===== src/rtl/exe_mem_pipereg_elastic.sv =====
// rtl/exe_mem_pipereg_elastic.sv - EXE->MEM elastic stage register with 2-entry skid buffer and flush
// Optional feature: define EXE_MEM_STALL_CNT_EN to build the saturating MEM-side stall counter.
module exe_mem_pipereg_elastic #(
    parameter int WORD_LEN     = 32,
    parameter int REG_ADDR_LEN = 5,
    parameter int PC_LEN       = 32,
    parameter int STALL_CNT_W  = 16
) (
    input  logic                    i_sys_clk,
    input  logic                    i_sys_rst,
    input  logic                    i_valid,
    output logic                    o_ready,
    input  logic                    i_flush,
    input  logic                    i_writeback_en_in,
    input  logic                    i_MEM_Rd_en,
    input  logic                    i_MEM_Wr_en,
    input  logic [REG_ADDR_LEN-1:0] i_dest_in,
    input  logic [PC_LEN-1:0]       i_PC_in,
    input  logic [WORD_LEN-1:0]     i_ALU_result_in,
    input  logic [WORD_LEN-1:0]     i_STvalue_in,
    output logic                    o_valid,
    input  logic                    i_ready,
    output logic                    o_writeback_en_out,
    output logic                    o_MEM_Rd_en,
    output logic                    o_MEM_Wr_en,
    output logic [REG_ADDR_LEN-1:0] o_dest_out,
    output logic [PC_LEN-1:0]       o_PC_out,
    output logic [WORD_LEN-1:0]     o_ALU_result_out,
    output logic [WORD_LEN-1:0]     o_STvalue_out,
    output logic                    o_err_rdwr,
    output logic [STALL_CNT_W-1:0]  o_stall_cnt
);

    localparam int PW = 3 + REG_ADDR_LEN + PC_LEN + 2 * WORD_LEN;

    logic [PW-1:0] in_pl;
    logic [PW-1:0] m_pl;
    logic [PW-1:0] s_pl;
    logic          m_valid;
    logic          s_valid;
    logic          ready_q;
    logic          err_q;
    logic          accept;
    logic          drain;
    logic          m_wb;
    logic          m_rd;
    logic          m_wr;

    assign in_pl  = {i_writeback_en_in, i_MEM_Rd_en, i_MEM_Wr_en, i_dest_in,
                     i_PC_in, i_ALU_result_in, i_STvalue_in};
    assign accept = i_valid & ready_q;
    assign drain  = m_valid & i_ready;

    // ready_q always mirrors ~s_valid; kept as its own flop so i_ready never reaches o_ready.
    always_ff @(posedge i_sys_clk) begin
        if (i_sys_rst) begin
            m_valid <= 1'b0;
            s_valid <= 1'b0;
            ready_q <= 1'b1;
            m_pl    <= '0;
            s_pl    <= '0;
            err_q   <= 1'b0;
        end else begin
            if (accept && i_MEM_Rd_en && i_MEM_Wr_en && !i_flush) begin
                err_q <= 1'b1;
            end
            if (i_flush) begin
                m_valid <= 1'b0;
                s_valid <= 1'b0;
                ready_q <= 1'b1;
            end else if (drain && s_valid) begin
                m_pl    <= s_pl;
                s_valid <= 1'b0;
                ready_q <= 1'b1;
            end else if (accept && (!m_valid || drain)) begin
                m_pl    <= in_pl;
                m_valid <= 1'b1;
            end else if (accept) begin
                s_pl    <= in_pl;
                s_valid <= 1'b1;
                ready_q <= 1'b0;
            end else if (drain) begin
                m_valid <= 1'b0;
            end
        end
    end

    assign {m_wb, m_rd, m_wr, o_dest_out, o_PC_out, o_ALU_result_out, o_STvalue_out} = m_pl;

    // Strobes are gated so a bubble or flushed entry cannot write RF or memory.
    assign o_valid            = m_valid;
    assign o_ready            = ready_q;
    assign o_writeback_en_out = m_wb & m_valid;
    assign o_MEM_Rd_en        = m_rd & m_valid;
    assign o_MEM_Wr_en        = m_wr & m_valid;
    assign o_err_rdwr         = err_q;

`ifdef EXE_MEM_STALL_CNT_EN
    logic [STALL_CNT_W-1:0] stall_q;

    always_ff @(posedge i_sys_clk) begin
        if (i_sys_rst) begin
            stall_q <= '0;
        end else if (m_valid && !i_ready && !(&stall_q)) begin
            stall_q <= stall_q + 1'b1;
        end
    end

    assign o_stall_cnt = stall_q;
`else
    assign o_stall_cnt = '0;
`endif

endmodule


===== config.mk =====
export PLATFORM = sky130hd
export DESIGN_NAME = exe_mem_pipereg_elastic
export DESIGN_NICKNAME = d
export VERILOG_FILES = /design/src/rtl/exe_mem_pipereg_elastic.sv
export SDC_FILE = /design/constraint.sdc
export NUM_CORES = 1
export LEC_CHECK = 0
export CAP_MARGIN = 15
export CORE_ASPECT_RATIO = 0.5
export CORE_MARGIN = 1
export CORE_UTILIZATION = 51
export CTS_BUF_LIST = sky130_fd_sc_hd__clkbuf_16
export DETAILED_ROUTE_END_ITERATION = 7
export PLACE_DENSITY = 0.82
export SKIP_CTS_REPAIR_TIMING = 1
export SLEW_MARGIN = 25
export SYNTH_ARGS = -nofsm -noshare
export SYNTH_HDL_FRONTEND = slang
export SYNTH_SLANG_ARGS = --single-unit

===== constraint.sdc =====
create_clock -name i_sys_clk -period 2.2 [get_ports i_sys_clk]
set_input_delay 0.66 -clock i_sys_clk [delete_from_list [all_inputs] [get_ports i_sys_clk]]
set_output_delay 0.66 -clock i_sys_clk [all_outputs]
set_load 0.05 [all_outputs]

==> impl_metrics.ini <==
[die]
core_area_um2 = 19500
die_height_um = 102
start_util_pct = 52.2
pin_count = 232
die_w_um = 202
rows = 36
die_area_um2 = 20600

[synthesis]
synth_top_area_share_pct = 41.6
synthFlopType = dfxtp_1
yosysTopAreaCell = dfxtp_1
yosysWarnings = 0
synth_cell_types = 28
syn_inst = 1108
ys_ff_latch = 212
synth_edf_count = 0
synth_seq_area_share_pct = 41.6
synth_area_um2 = 10200
synthArstFlopShare_pct = 0
syn_avg_cell_area_um2 = 9.21
synth.area.top_cells = dfxtp_1 42%, mux2i_1 10%, buf_4 8.9%

[detailed_routing]
ant_nets = 0
via_count = 8740
drtIter0Drc = 589
drt-met1-wl_mm = 11.8
highest_layer = met4
wl_met2_mm = 13.7
wire_per_inst_um = 19.4
drt_wl_total_mm = 27.8
wl_met3_mm = 1.66
firstDrtPassIters = 5
vias_per_cell = 6.10
drc = 0

[worst_setup_path]
crit_family = flip-flops
path_cells = buf_4, buf_12
max_stage_delay_ns = 0.48
critPathMaxFanout = 8
critical_path_required_ns = 1.54
worst-path-buf-inv = 2
cpMaxStageDelayCell = dfxtp_1
critPathKind = register to output pin
arrival_ns = 1.38
cp-start-kind = register
end_kind = output pin

[power]
seqPwrFrac_pct = 42.7
p_int_w = 0.00684
leakage_nw = 6.30
ir_drop_mv = 0.478
switching_share_pct = 28.4
p_sw_w = 0.00271
p_comb_share_pct = 18.4
powerDensity_nw_per_um2 = 746
total_power_w = 0.00956
clock_power_share_pct = 39.0

[placement]
globalplace.congestion = 0.797
pre_cts_ws_ns = -0.0963
hpwl_mm = 16.8
io_buffers = 215
dpl_cell_area_um2 = 11900

[global_routing]
grt_pass1_wl_mm = 43.3
grt_overflow = 0
grt_start_max_net_pins = 108
grt_pass1_vias = 8572
antenna_found_initial = 0
grt_use_total_pct = 25.5

[hold_path]
hold_path.class = register to register

[finish]
syn_to_final_growth_pct = 25.6
final_core_util_pct = 65.6
n_antenna_cell = 0
drive_gt1_share_pct = 13.2
fin_nets = 1261
final_area_um2 = 12800

[clock_tree]
numCtsBuffers = 21
tritoncts = yes
cts-root-buf = clkbuf_16
cts.sinks = 212
path_clk_slew_ns = 0.06
h-tree-depth = 1
clockBufferDepth = 3
insertion_delay_ns = 0.49

[timing]
drv_slew = 0
post-route-period-util_pct = 92.6
setup_slack_ns = 0.162
fmax_mhz = 491
worst_pin_slew_ns = 0.626
max-slew-margin-rel_pct = 58.2
hold_viol = 0
post-route-min-period_ns = 2.04
setup_viol = 0
skew_ns = 0.00687
rsz0062_at_grt = no

[job]
drv_cap = 0

[status]
outcome = finished, final reports clean
==> routing by layer <==
metal	GRT usage (%)	vias up
li1	-	4046
met5	0	-
met4	9.15	0
met3	4.34	59
met1	31.6	4274
met2	45.4	361
==> through the flow <==
step / hold slack (ns) / instances / TNS [ns]
6_report: 0.473 / 1432 / 0
2_1_floorplan: 0.453 / 1123 / 0
3_5_place_dp: 0.462 / 1395 / -4.24
3_3_place_gp: 0.454 / 1395 / -0.471
4_1_cts: 0.475 / 1432 / -10.49
5_1_grt: 0.496 / 1432 / 0
==> cells in the mapped netlist, types with 3 or more instances <==
| library cell | number |
|---|---|
| a21oi_1 | 107 |
| o21ai_0 | 105 |
| clkbuf_1 | 92 |
| a211oi_1 | 44 |
| buf_4 | 121 |
| and2_1 | 3 |
| buf_2 | 24 |
| dfxtp_1 | 212 |
| a31oi_1 | 105 |
| a211oi_2 | 60 |
| buf_6 | 8 |
| mux2i_1 | 104 |
| nand3_1 | 105 |
==> final timing paths <==
kind	start	end	slack, ns	depth (start not counted)
max reg2reg	o_valid$_SDFFE_PP0P_	s_pl[8]$_SDFFE_PP0P_	0.41	6
min reg2reg	s_pl[85]$_SDFFE_PP0P_	s_pl[85]$_SDFFE_PP0P_	0.47	2
max	o_valid$_SDFFE_PP0P_	o_valid	0.16	2
min	s_pl[85]$_SDFFE_PP0P_	s_pl[85]$_SDFFE_PP0P_	0.47	2
==> power by group through the flow <==
stage	Sequential [W]	Clock [W]	Combinational, W
floorplan	0.00414	0	0.00129
global placement	0.00416	0	0.00171
detailed placement	0.00416	0	0.00175
CTS	0.00408	0.00378	0.00176
global route	0.00409	0.00394	0.00184
finish	0.00408	0.00372	0.00176
==> cells in the final DEF (no fill, tap or decap) <==
cell type and n:
clkbuf_16 21, and4b_4 1, nor3_1 1, nand3_1 105, a22o_4 1, inv_6 2, inv_1 2, buf_12 27
nand3_4 1, clkinvlp_4 1, a2111oi_0 1, o21ai_0 105, bufinv_16 4, dfxtp_1 212, and2_1 3, conb_1 16
dlymetal6s2s_1 89, a21oi_1 107, clkinv_2 2, clkinv_1 6, a31oi_1 105, nand2b_1 1, mux2i_1 104, a211oi_1 44
clkdlybuf4s50_1 106, buf_6 1, and3_4 1, a211oi_2 60, nand2b_4 1, a22oi_1 1, and4_1 1, nor2_1 2
buf_4 31, nand4b_1 1
==> tightest hold or removal path, stage by stage (launching register included) <==
cell and delay [ns]:
dfxtp_1 0.31, o21ai_0 0.06, a21oi_1 0.06
==> flip-flops by register name, indices dropped and copies added (netlist names) <==
register / count
s_pl: 104
s_valid: 1
o_valid: 1
o_ready: 1
m_pl: 104
o_err_rdwr: 1
==> layout make-up <==
class                      instances  area, um2
fill                            1494       6730
inverter                           1       8.76
tap                              266        333
timing repair buffer             254       2960
sequential                       212       4240
clock buffer                      21        526
multi-input combinational        662       4570
clock inverter                    16        176
==> cell families (layout without fill, tap and decap cells) <==
| family | Yosys count | in the layout | synth area share [%] |
|---|---|---|---|
| AO/OA/AOI/OAI | 424 | 424 | 27.7 |
| multiplexers | 104 | 104 | 10.2 |
| buffers and inverters | 249 | 292 | 14.5 |
| AND/OR/NAND/NOR | 118 | 118 | 6.01 |
| other | 1 | 16 | 0.0367 |
| flip-flops | 212 | 212 | 41.6 |
No activity file was read; power rests on OpenSTA's default activity.
==> RTL change 1: new RTL, config.mk and constraints unchanged <==
Add a define of `EXE_MEM_STALL_CNT_EN`.
--- a/src/rtl/exe_mem_pipereg_elastic.sv
+++ b/src/rtl/exe_mem_pipereg_elastic.sv
@@ -2,2 +2,4 @@
 // Optional feature: define EXE_MEM_STALL_CNT_EN to build the saturating MEM-side stall counter.
+`define EXE_MEM_STALL_CNT_EN
+
 module exe_mem_pipereg_elastic #(
Check against the original RTL: not equivalent (Yosys sat finds a counterexample within 4 cycles, from zero or initial values and one cycle with i_sys_rst high).
==> RTL change 1 against the unedited design <==
Count of clock-buffer cells in the layout is the same; hold slack lost 19 ps; sequential power grew 6.9%; synthesized area fell by 3.2%; utilization rose by 2.4 points; sequential share of layout area is 2.9 points higher; die area is 3.2% lower; first-iteration DRC count down 47%; design area is 1.1% lower; routed wire length shrank 16%; critical endpoint is now o_MEM_Rd_en; sequential cell count grew 16; power decreased by 4.4%; setup slack got worse by 73 ps.
==> RTL change 1: results (changes against the unedited design) <==
metric,value,unit,change
"Seq/Total Area, Yosys",46.2,%,+4.6 points
hpwl dp,16100,um,-4.2%
Synth Area in XOR/XNOR,0.177,%,+0.18 points
status,"complete, no violations",,
Worst R2R Path Depth,4,,-2
crit-path max FO,9,,+1
Hold Path Sink,s_pl[98],,
largest stage delay on the critical path,440,ps,-40 ps
peak ir drop on the vdd network,0.516,mV,+7.9%
reg2reg start,o_stall_cnt[9],,
routed wire length,23400,um,-16%
r2r setup slk,270,ps,-140 ps
"Arr. time, crit path",1450,ps,+70 ps
Clock Skew,6.38,ps,-0.489 ps
hold_sp,s_pl[98],,
layout cells sized above 1,9.32,%,-3.9 points
first-pass GRT wire length,36800,um,-15%
PortBufs,231,,+7.4%
Worst slew margin,53.0,%,-5.2 points
commonest cells in the synthesized netlist,"dfxtp_1 (228), nand2_1 (219), nor2_1 (115)",,
Compound-Gate Fraction of Synth Area,15.2,%,-12 points
proportion of synthesized area in mux cells,10.9,%,+0.67 points
Num CTS Buffers,20,,-4.8%
largest net degree at the start of global routing,56,,-48%
initial drt markers,310,,-47%
nets@finish,1351,,+7.1%
[RTL change 1: worst min-delay path: cells and delay by family, from the launching register on]
| kind | cells | cell delay, ps |
|---|---|---|
| AO/OA/AOI/OAI | 1 | 50 |
| flip-flops | 1 | 310 |
| AND/OR/NAND/NOR | 1 | 50 |
[RTL change 1: power by group through the flow]
stage	clock [mW]	sequential (mW)	combinational [mW]
floorplan	0	4.44	1.01
global route	3.59	4.37	1.51
detailed placement	0	4.46	1.44
CTS	3.42	4.36	1.44
global placement	0	4.45	1.41
finish	3.35	4.36	1.43
[RTL change 1: worst max path at each step]
stage,from,to,slack (ps),depth (start not counted)
after detailed placement,i_ready,m_pl[84],-230,7
after CTS,m_pl[34],o_ALU_result_out[2],-140,1
after global placement,i_valid,s_pl[11],-130,7
final,o_valid,o_MEM_Rd_en,90,3
after floorplan,o_stall_cnt[9],o_stall_cnt[6],190,4
after global routing,o_valid,o_MEM_Rd_en,10,3
[RTL change 1: cells by family (layout without fill, tap and decap cells)]
family	count (synthesis)	after routing
AND/OR/NAND/NOR	371	371
AO/OA/AOI/OAI	236	236
flip-flops	228	228
buffers and inverters	187	310
multiplexers	107	107
XOR/XNOR	2	2
adder cells (fa/ha/maj)	1	1
[RTL change 1: stage by stage]
| step | worst slack, ps | instances | power [mW] | util (%) | area, um2 |
|---|---|---|---|---|---|
| after floorplan | 186 | 1132 | 5.45 | - | 9880 |
| after global placement | -135 | 1478 | 5.86 | 63.5 | 11800 |
| after detailed placement | -225 | 1478 | 5.89 | 63.5 | 11800 |
| after CTS | -144 | 1514 | 9.22 | 66.8 | 12500 |
| after global routing | 11.2 | 1514 | 9.48 | 67.9 | 12700 |
| final | 88.9 | 1514 | 9.14 | 67.9 | 12700 |
[RTL change 1: layout make-up]
type	count	area, um2
fillers	1459	5980
flip-flops and latches	228	4570
multi-input cells	717	4160
repair buffers	273	3010
clock buffers	21	526
well taps	259	324
clock inverters	15	88.8
inverters	1	3.75
[RTL change 1: per-layer routing]
layer	GRT usage (%)	share of wire, %	wire length [um]	vias to the layer above
met5	0	0	0	-
li1	-	-	-	3996
met4	6.57	2.4	572	0
met3	4.74	4.9	1140	41
met1	27.5	43	9950	3787
met2	40.0	50	11700	191
==> RTL change 2: new RTL, same flow settings <==
Made on the original files. Register the output `o_err_rdwr` once more; this adds one clock of latency there. The other outputs are not delayed to match.
--- a/src/rtl/exe_mem_pipereg_elastic.sv
+++ b/src/rtl/exe_mem_pipereg_elastic.sv
@@ -95,3 +95,5 @@
     assign o_MEM_Wr_en        = m_wr & m_valid;
-    assign o_err_rdwr         = err_q;
+    always_ff @(posedge i_sys_clk) begin
+        o_err_rdwr <= err_q;
+    end
 
Behaviour: not the same (a bounded check fails within 4 cycles, from zero or initial values and one cycle with i_sys_rst high).
==> RTL change 2 against the unedited design <==
Utilization decreased by 0.54 points; first-iteration DRC count decreased by 5.6%; sequential cell count increased by 1; via count down 0.15%; setup slack lost 48 ps; design area is 0.82% lower; routed wire length about the same; sequential share of layout area is 0.44 points higher; synthesized area rose by 0.20%; final cell count down 0.14%; power fell by 3.6%; register-to-register slack improved by 140 ps; critical endpoint is now o_writeback_en_out; largest cell class unchanged.
==> RTL change 2: results (changes against the unedited design) <==
metric,value,unit,change
Routed WL per cell,19.4,um,about the same
Post-DP Area,11900,um2,-0.13%
GP Congestion,0.821,,+3.1%
clock buffer depth,3,,unchanged
PortBufs,215,,unchanged
yosys warns,0,,unchanged
initial drt markers,556,,-5.6%
syn avg cell area,9.22,um2,+0.11%
Slowest cell on crit path,dfxtp_2,,
largest stage delay on the critical path,520,ps,+40 ps
Worst Tran Pin Value,546,ps,-81.0 ps
routed vias,8727,,-0.15%
"Seq/Total Area, Yosys",41.7,%,+0.11 points
commonest cells in the synthesized netlist,"dfxtp_1 (213), buf_4 (121), a21oi_1 (107)",,
"Arr. time, crit path",1430,ps,+50 ps
htree depth,1,,unchanged
Async SR Flop Fraction,0,%,unchanged
Num CTS Buffers,20,,-4.8%
Root Driver,clkbuf_16,,
nets@finish,1261,,unchanged
antenna cells,0,,unchanged
peak ir drop on the vdd network,0.479,mV,+0.17%
first-pass GRT wire length,42700,um,-1.4%
layout cells sized above 1,13.6,%,+0.37 points
overall routing resource usage,25.1,%,-0.42 points
status,"complete, no violations",,
FILL cells,1487,,-0.47%
final worst path period share,94.8,%,+2.2 points
top post-synthesis cells by area,"dfxtp_1 (42%), mux2i_1 (10%), buf_4 (8.9%), a211oi_2 (7.3%), a31oi_1 (6.4%)",,
Clock Skew,8.26,ps,+1.39 ps
Pins Over Slew Limit,0,,unchanged
Min-Delay Path Class,reg2reg,,
Synth cell types,28,,unchanged
Via density,6.10,,about the same
commonest register cell after synthesis,dfxtp_1,,
placed cell count,1396,,+0.072%
Psw,2.71,mW,-0.30%
crit-path max FO,14,,+6
hpwl dp,17300,um,+2.7%
Leak,6.21,nW,-1.4%
initial antenna violation count,0,,unchanged
vias in the first global route,8459,,-1.3%
==> RTL change 2: changes by cell type after synthesis <==
cell and change:
dfxtp_1 +1
==> RTL change 2: cell type report <==
class                      count  area (um2)  area share, %
inverter                       1        8.76         0.0689
clock buffer                  21         526           4.13
multi-input combinational    662        4570           36.0
tap                          266         333           2.62
timing repair buffer         254        2910           22.9
sequential                   213        4270           33.6
clock inverter                13        95.1          0.748
==> RTL change 2: path summary, 6_finish.rpt <==
path	start	endpoint	slack [ps]	depth (start not counted)
max	o_valid	o_writeback_en_out	110	2
min reg2reg	err_q	o_err_rdwr	350	0
max reg2reg	o_ready	s_pl[95]	550	4
min	err_q	o_err_rdwr	350	0
==> RTL change 2: worst register-to-register path, cell delays in order (launching register included) <==
cell and delay (ps):
dfxtp_1 540, nand4b_1 330, buf_4 320, o21ai_0 220
a21oi_1 100
==> RTL change 2: layer usage <==
layer	vias to the layer above	wire [um]	GRT usage, %
met3	54	1540	3.51
met4	0	754	8.16
met1	4287	11900	32.0
met5	-	0	0
met2	333	13500	44.5
li1	4053	-	-
==> RTL change 2: logic make-up (layout without fill, tap and decap cells) <==
family / count (synthesis) / count (layout) / synth area share [%]
AOI/OAI and AO/OA: 424 / 424 / 27.6
buffers and inverters: 249 / 289 / 14.5
DFF: 213 / 213 / 41.7
and+or+nand+nor: 118 / 118 / 6.00
muxes: 104 / 104 / 10.2
other: 1 / 16 / 0.0367
==> RTL change 2: metrics by stage <==
| step | utilization [%] | setup slack (ps) |
|---|---|---|
| finish | 65.0 | 114 |
| global route | 65.0 | 53.4 |
| CTS | 63.9 | -203 |
| detailed placement | 60.8 | -199 |
| global placement | 60.8 | -101 |
| floorplan | - | 171 |
==> RTL change 2: power groups by stage <==
stage / Sequential, mW / Combinational (mW) / Clock, mW
3_5_place_dp: 4.19 / 1.75 / 0
6_report: 4.10 / 1.75 / 3.36
2_1_floorplan: 4.16 / 1.29 / 0
3_3_place_gp: 4.18 / 1.71 / 0
4_1_cts: 4.10 / 1.75 / 3.42
5_1_grt: 4.11 / 1.83 / 3.54
